--- config.mk ---
export PLATFORM = sky130hd
export DESIGN_NAME = ifu_fetch
export DESIGN_NICKNAME = d
export VERILOG_FILES = /design/src/rtl/ifu_fetch.sv
export SDC_FILE = /design/constraint.sdc
export NUM_CORES = 1
export LEC_CHECK = 0
export CAP_MARGIN = 25
export CORE_UTILIZATION = 47
export CTS_CLUSTER_DIAMETER = 120
export DETAILED_ROUTE_END_ITERATION = 16
export GPL_TIMING_DRIVEN = 0
export PLACE_DENSITY = 0.87
export SLEW_MARGIN = 20
export SYNTH_ARGS = -nofsm -noshare
export SYNTH_HDL_FRONTEND = slang
export SYNTH_SLANG_ARGS = --single-unit
--- constraint.sdc ---
create_clock -name clk -period 6.6 [get_ports clk]
set_input_delay 1.32 -clock clk [delete_from_list [all_inputs] [get_ports clk]]
set_output_delay 1.32 -clock clk [all_outputs]
set_load 0.05 [all_outputs]
--- src/rtl/ifu_fetch.sv ---
// ifu_fetch -- multi-cycle instruction fetch unit.
//
// Each instruction goes through three steps:
//   REQ  : send a fetch request for pc.
//   WAIT : wait for the instruction word to come back.
//   HOLD : present the instruction to the decoder until it is retired.
// The unit then moves to the next pc. It stops permanently (HALT) on an
// ebreak, or on a jump or branch target that is not word aligned.
//
// Ports
//   clk, rst        clock; asynchronous active-high reset
//   pc_src          next-pc select: 0 = snpc, 1 = alu_result (bit 0 cleared)
//   alu_result      jump/branch target from the execute datapath
//   inst_done       the consumer has finished the held instruction
//   imem_req_*      request channel (valid/ready, 32-bit address)
//   imem_rsp_*      response channel (valid/ready, 32-bit data)
//   inst, inst_valid, pc, snpc
//                   the held instruction, its address, and that address + 4
//   halted, fault   fetch has stopped; fault = the stop was a misaligned target
//   instret         count of retired instructions (wraps at 2^32)
module ifu_fetch #(
    parameter logic [31:0] RESET_PC    = 32'h8000_0000,
    parameter logic [31:0] EBREAK_INST = 32'h0010_0073
) (
    input  logic        clk,
    input  logic        rst,
    input  logic        pc_src,
    input  logic [31:0] alu_result,
    input  logic        inst_done,
    output logic        imem_req_valid,
    input  logic        imem_req_ready,
    output logic [31:0] imem_addr,
    input  logic        imem_rsp_valid,
    output logic        imem_rsp_ready,
    input  logic [31:0] imem_rsp_data,
    output logic [31:0] inst,
    output logic        inst_valid,
    output logic [31:0] pc,
    output logic [31:0] snpc,
    output logic        halted,
    output logic        fault,
    output logic [31:0] instret
);

    typedef enum logic [1:0] {
        S_REQ  = 2'd0,
        S_WAIT = 2'd1,
        S_HOLD = 2'd2,
        S_HALT = 2'd3
    } state_t;

    state_t      state, state_next;
    logic [31:0] next_pc;
    logic        is_ebreak;

    assign snpc      = pc + 32'd4;
    assign next_pc   = pc_src ? (alu_result & ~32'h1) : snpc;
    assign is_ebreak = (inst == EBREAK_INST);

    // State register.
    // NOTE: all sequential state uses non-blocking assignments so that every
    // register samples values from before the clock edge.
    always_ff @(posedge clk or posedge rst) begin
        if (rst) begin
            state <= S_REQ;
        end else begin
            state <= state_next;
        end
    end

    // Next-state logic.
    // NOTE: state_next gets a default before the case statement, so no path
    // through the block leaves it unassigned and no latch is inferred.
    always_comb begin
        state_next = state;
        case (state)
            S_REQ:  if (imem_req_ready) state_next = S_WAIT;
            S_WAIT: if (imem_rsp_valid) state_next = S_HOLD;
            S_HOLD: begin
                if (inst_done) begin
                    if (is_ebreak || next_pc[1]) state_next = S_HALT;
                    else                         state_next = S_REQ;
                end
            end
            default: state_next = S_HALT;
        endcase
    end

    // Outputs are decoded from the state only. The request valid is also
    // masked by reset: the state register sits in REQ during reset, but no
    // request may be issued until reset is released.
    always_comb begin
        imem_req_valid = (state == S_REQ) && !rst;
        imem_rsp_ready = (state == S_WAIT);
        inst_valid     = (state == S_HOLD);
        halted         = (state == S_HALT);
        imem_addr      = pc;
    end

    // Datapath registers. They only change in WAIT (capture the word) and in
    // HOLD (retire), so HALT holds everything. A response that arrives outside
    // WAIT is ignored, and so is inst_done outside HOLD.
    always_ff @(posedge clk or posedge rst) begin
        if (rst) begin
            pc      <= RESET_PC;
            inst    <= 32'h0;
            fault   <= 1'b0;
            instret <= 32'h0;
        end else begin
            case (state)
                S_WAIT: begin
                    if (imem_rsp_valid) inst <= imem_rsp_data;
                end
                S_HOLD: begin
                    if (inst_done) begin
                        instret <= instret + 32'd1;
                        // An ebreak halts at its own pc; anything else moves
                        // pc even if the new target is misaligned, so the
                        // faulting target stays visible.
                        if (!is_ebreak) begin
                            pc <= next_pc;
                            if (next_pc[1]) fault <= 1'b1;
                        end
                    end
                end
                default: ;
            endcase
        end
    end

endmodule

==> flow_metrics.env, run 1 <==
export IMPL_status="completed"
export IMPL_grt_usage_pct=28.8
export IMPL_rsz0062_at_grt="false"
export IMPL_fp_dieH_um=111
export IMPL_worst_pin_slew_ns=0.723
export IMPL_ir_drop_uv=444
export IMPL_ys_warn_count=0
export IMPL_final_area_mm2=0.00836
export IMPL_clock_fmax_mhz=214
export IMPL_grt_first_pass_wirelength_um=28000
export IMPL_gp_congestion=0.873
export IMPL_tns_ns=0
export IMPL_grt_pass1_vias=5289
export IMPL_final_nets=857
export IMPL_cts_tree="done"
export IMPL_drc=0
export IMPL_wirelength_um=17500
export IMPL_clk_latency_ns=0.34
export IMPL_core_area_mm2=0.0115
export IMPL_syn_area_per_cell_um2=10.3
export IMPL_worst_setup_path_end_kind="output pin"
export IMPL_syn2layout_area_growth_pct=50.5
export IMPL_syn_cell_area_mm2=0.00555
export IMPL_fin_crit_sh_pct=70.8
export IMPL_skew_ns=0.00675
export IMPL_h_tree_depth=3
export IMPL_critPathLaunchType="flip-flop"
export IMPL_drive_above_1_share_pct=15.3
export IMPL_final_cell_mix="230 x clkdlybuf4s50_1, 97 x dfrtp_1, 41 x nand2_1, 40 x buf_4, 38 x xnor2_1"
export IMPL_ctsResizeCount=0
export IMPL_ioPinCount=235
export IMPL_grt_overflow_total=0
export IMPL_holdBufCountCts=0
export IMPL_cts_setup_buffers=0
export IMPL_port_buffers=230
export IMPL_async_flop_share_pct=100
export IMPL_worstPathArrival_ns=3.35
export IMPL_synth_edf_count=0
export IMPL_yosysSeqAreaShare_pct=44.2
export IMPL_clock_sinks=98
export IMPL_synthCells=540
export IMPL_hold_path_class="flip-flop to flip-flop"
export IMPL_die_w_um=111
export IMPL_synth_flop_cell="dfrtp_1"
export IMPL_rows=39
export IMPL_via_count=5268
export IMPL_crit_type="flip-flop to output pin"
export IMPL_first_iter_violations=256
export IMPL_maxSlewHeadroom_pct=51.4
export IMPL_hold_violations=0
export IMPL_required_ns=5.28
export IMPL_dr_pass1_iters=5
export IMPL_synth_seq_cells=98
export IMPL_avgViaCountPerCell=5.64
export IMPL_antenna_found_initial=1
export IMPL_cts_clk_slew_worst_paths_ns=0.07
export IMPL_avgRoutedWirePerCell_um=18.7
export IMPL_initial_core_util_pct=48.4
export IMPL_drtAntennaViolNets=0
export IMPL_layout_commonest_cell="clkdlybuf4s50_1"
export IMPL_numCtsBuffers=9
export IMPL_max_clock_path_buffers=2
export IMPL_leakagePower_nw=3.42
export IMPL_cap_violations=0
export IMPL_final_max_slew_viol_count=0
export IMPL_grt_max_degree=60
export IMPL_crit_fanout=8
export IMPL_placed_area_mm2=0.00807
export IMPL_yosysUniqueCellTypes=66
export IMPL_layout_min_cycle_time_ns=4.67
export IMPL_dp_hpwl_um=13400
export IMPL_finalSetupViolCount=0
export IMPL_power_density_mw_per_mm2=487
export IMPL_dieArea_mm2=0.0122
export IMPL_ctsRootBufferMaster="clkbuf_16"
export IMPL_fillCellCount=840
==> per-stage QoR <==
step	hold slack [ns]	setup slack (ns)	utilization, %	total power [mW]	std cells
2_1_floorplan	0.707	2.47	-	2.71	542
3_3_place_gp	0.442	1.27	70.1	3.52	915
3_5_place_dp	0.448	2.33	70.4	3.58	916
4_1_cts	0.464	1.93	72.8	4.08	932
5_1_grt	0.495	1.78	72.9	4.23	934
6_report	0.463	1.93	72.9	4.07	934
==> worst max-delay path, stage by stage (launching register included) <==
cell	delay (ns)
dfrtp_1	0.49
ha_1	0.26
and3_1	0.16
clkbuf_1	0.25
nand4_1	0.21
nor4_1	0.56
xor2_1	0.23
clkdlybuf4s50_1	0.83
==> cell usage after synthesis, types with 8 or more instances <==
master / number / area (um2)
nand3_1: 36 / 180
clkbuf_1: 9 / 33.8
mux2_2: 32 / 360
a21oi_1: 16 / 80.1
nor3_1: 8 / 40.0
o22ai_1: 12 / 75.1
xnor2_1: 38 / 333
inv_1: 10 / 37.5
and4_1: 11 / 96.3
buf_4: 40 / 300
dfrtp_1: 97 / 2430
nand2_1: 41 / 154
nand4_1: 18 / 113
xor2_1: 20 / 175
o21ai_0: 14 / 70.1
nor4_1: 10 / 62.6
nor2_1: 24 / 90.1
==> final cells by class <==
cell class / instances / area (um2) / share of cell area [%]
antenna: 1 / 2.50 / 0.0299
buffer: 66 / 453 / 5.42
clock buffer: 9 / 225 / 2.70
clock inverter: 7 / 51.3 / 0.614
inverter: 10 / 42.5 / 0.509
multi-input combinational: 368 / 2610 / 31.3
sequential: 98 / 2450 / 29.4
tap: 143 / 179 / 2.14
timing repair buffer: 232 / 2330 / 27.9
==> final timing paths <==
| kind | startpoint | to | slack (ns) | depth (start not counted) |
|---|---|---|---|---|
| setup / recovery | imem_addr[2]$_DFFE_PP0P_ | snpc[30] | 1.93 | 7 |
| hold / removal | fault$_DFFE_PP0P_ | fault$_DFFE_PP0P_ | 0.46 | 1 |
| setup reg to reg | inst[11]$_DFFE_PP0P_ | imem_addr[13]$_DFFE_PP0P_ | 3.93 | 7 |
| hold reg to reg | fault$_DFFE_PP0P_ | fault$_DFFE_PP0P_ | 0.46 | 1 |
| max in group asynchronous | rst | imem_addr[31]$_DFFE_PP1P_ | 4.54 | 3 |
| min in group asynchronous | rst | instret[31]$_DFFE_PP0P_ | 1.38 | 2 |
==> cell families (layout without fill, tap and decap cells) <==
logic type                 after synthesis  count (layout)  synth area share (%)
DFF                                     98              98                  44.2
buffers and inverters                   76             324                  8.84
other                                    1               4                0.0676
AOI/OAI and AO/OA                       81              81                  9.74
xor gates and xnor gates                58              58                  9.15
adders and majority gates                2               2                 0.451
muxes                                   35              35                  7.03
and+or+nand+nor                        189             189                  20.5
==> layer usage <==
metal,share of wire (%),global-route usage [%],wire (um),vias up
li1,-,-,-,2412
met3,7.8,7.71,1360,39
met4,2.9,10.5,498,0
met1,38,33.6,6660,2553
met2,51,50.6,8950,264
met5,0,0,0,-
==> sequential cells by signal, indices dropped and copies added (netlist names) <==
name,flops
instret,32
inst,32
imem_addr,31
state,2
fault,1
==> power breakdown <==
group / internal, mW / leakage [nW] / switching [mW]
sequential: 0.787 / 1.21 / 0.236
clock: 0.259 / 0.133 / 0.243
combinational: 0.918 / 2.08 / 1.63
total: 1.96 / 3.42 / 2.11
No activity file was read; power rests on OpenSTA's default activity.
==> run 2, diff against run 1 <==
CORE_UTILIZATION = 43   (was 47)
PLACE_DENSITY = 0.81   (was 0.87)
clock period = 4.57 ns   (was 6.6 ns; I/O delays follow)
==> run 2 against run 1 <==
Sequential cell count did not move. Power rose by 46%. Critical path depth did not move. Worst hold slack got worse by 0.0038 ns. Die area rose by 9.1%. Via count fell by 1.1%. Final cell count rose by 3.0%. Combinational power rose by 45%. Clock power rose by 59%. Clock-buffer cell count did not move. Sequential share of layout area fell by 0.23 points. Critical path type unchanged. Critical endpoint unchanged.
==> flow_metrics.env, run 2 (synthesis results as in run 1) <==
export IMPL_status="completed"
export IMPL_dp_hpwl_um=13700
export IMPL_fp_dieH_um=116
export IMPL_rsz0062_at_grt="false"
export IMPL_skew_ns=0.0106
export IMPL_antenna_found_initial=0
export IMPL_hold_ws_ns=0.459
export IMPL_clk_latency_ns=0.35
export IMPL_cts_tree="done"
export IMPL_hold_path_class="flip-flop to flip-flop"
export IMPL_cap_violations=0
export IMPL_ff2ff_setup_slack_ns=1.82
export IMPL_rows=41
export IMPL_ioPinCount=235
export IMPL_required_ns=3.66
export IMPL_via_count=5209
export IMPL_worst_setup_path_end_kind="output pin"
export IMPL_numCtsBuffers=9
export IMPL_syn2layout_area_growth_pct=51.7
export IMPL_leakagePower_nw=3.43
export IMPL_dp_cells=946
export IMPL_grt_pass1_vias=4913
export IMPL_holdBufCountCts=0
export IMPL_final_cell_mix="230 x clkdlybuf4s50_1, 97 x dfrtp_1, 41 x nand2_1, 40 x buf_4, 38 x xnor2_1"
export IMPL_die_w_um=116
export IMPL_clock_fmax_mhz=232
export IMPL_first_iter_violations=275
export IMPL_final_max_slew_viol_count=0
export IMPL_layout_min_cycle_time_ns=4.31
export IMPL_max_clock_path_buffers=2
export IMPL_cts_clk_slew_worst_paths_ns=0.07
export IMPL_stdcell_count=962
export IMPL_core_area_mm2=0.0126
export IMPL_drc=0
export IMPL_initial_core_util_pct=44.0
export IMPL_path_buf_inv=2
export IMPL_drive_above_1_share_pct=15.3
export IMPL_critPathLaunchType="flip-flop"
export IMPL_busiest_layer="met2"
export IMPL_max_stage_delay_ns=0.82
export IMPL_dr_pass1_iters=5
export IMPL_worstPathArrival_ns=3.40
export IMPL_grt_first_pass_wirelength_um=26900
export IMPL_avgRoutedWirePerCell_um=18.4
export IMPL_cts_setup_buffers=0
export IMPL_grt_use_met1_pct=33.1
export IMPL_ctsRootBufferMaster="clkbuf_16"
export IMPL_port_buffers=230
export IMPL_ir_drop_uv=494
export IMPL_fin_crit_sh_pct=94.3
export IMPL_clock_sinks=98
export IMPL_path_delay_family="buffers and inverters"
export IMPL_maxSlewHeadroom_pct=43.6
export IMPL_gr_usage_met2_pct=44.0
export IMPL_dieArea_mm2=0.0134
export IMPL_crit_fanout=8
export IMPL_avgViaCountPerCell=5.41
export IMPL_power_density_mw_per_mm2=707
export IMPL_slowest_stage="clkdlybuf4s50_1"
export IMPL_fillCellCount=1045
export IMPL_layout_commonest_cell="clkdlybuf4s50_1"
export IMPL_hold_violations=0
export IMPL_ctsResizeCount=0
export IMPL_grt_overflow_total=0
export IMPL_use_met3_pct=7.74
export IMPL_grt_max_degree=53
export IMPL_drtAntennaViolNets=0
export IMPL_finalSetupViolCount=0
export IMPL_wirelength_um=17700
export IMPL_n_antenna_cell=0
export IMPL_worstPathCellList="ha_1, and3_1, clkbuf_1, nand4_1, nor4_1, xor2_1, clkdlybuf4s50_1"
export IMPL_h_tree_depth=3
export IMPL_crit_type="flip-flop to output pin"
export IMPL_worst_pin_slew_ns=0.841
export IMPL_final_nets=857
export IMPL_grt_usage_pct=26.7
export IMPL_gp_congestion=0.887
## run 2: power by group
group | internal, mW | total (mW) | switching [mW]
sequential | 1.14 | 1.47 | 0.334
clock | 0.435 | 0.797 | 0.362
combinational | 1.32 | 3.69 | 2.36
total | 2.90 | 5.95 | 3.06
## run 2: through the flow
stage | total power, mW | setup WS (ns) | area (um2) | setup TNS, ns | utilization (%)
floorplan | 3.91 | 0.847 | 5560 | 0 | -
global placement | 5.11 | -0.476 | 8080 | -45.87 | 64.0
detailed placement | 5.18 | 0.669 | 8110 | 0 | 64.3
CTS | 5.98 | 0.283 | 8420 | 0 | 66.7
global route | 6.18 | 0.0907 | 8420 | 0 | 66.7
finish | 5.95 | 0.261 | 8420 | 0 | 66.7
## run 2: worst paths after layout
check / endpoint / depth (start not counted) / start
max: snpc[30] / 7 / imem_addr[3]$_DFFE_PP0P_
min reg2reg: fault$_DFFE_PP0P_ / 1 / fault$_DFFE_PP0P_
min in group asynchronous: imem_addr[11]$_DFFE_PP0P_ / 2 / rst
max reg2reg: imem_addr[13]$_DFFE_PP0P_ / 7 / inst[11]$_DFFE_PP0P_
min: fault$_DFFE_PP0P_ / 1 / fault$_DFFE_PP0P_
max in group asynchronous: instret[1]$_DFFE_PP0P_ / 3 / rst
## run 2: cell type report
cell class	instances	area (um2)	area share (%)
inverter	10	42.5	0.505
clock buffer	9	225	2.67
timing repair buffer	232	2330	27.7
clock inverter	7	82.6	0.981
tap	172	215	2.56
sequential	98	2450	29.1
buffer	66	453	5.38
multi-input combinational	368	2610	31.0
## run 2: layer usage
layer / share of wire (%) / wire, um
met5: 0 / 0
met4: 2.6 / 453
met3: 9.0 / 1600
met2: 48 / 8460
met1: 41 / 7170
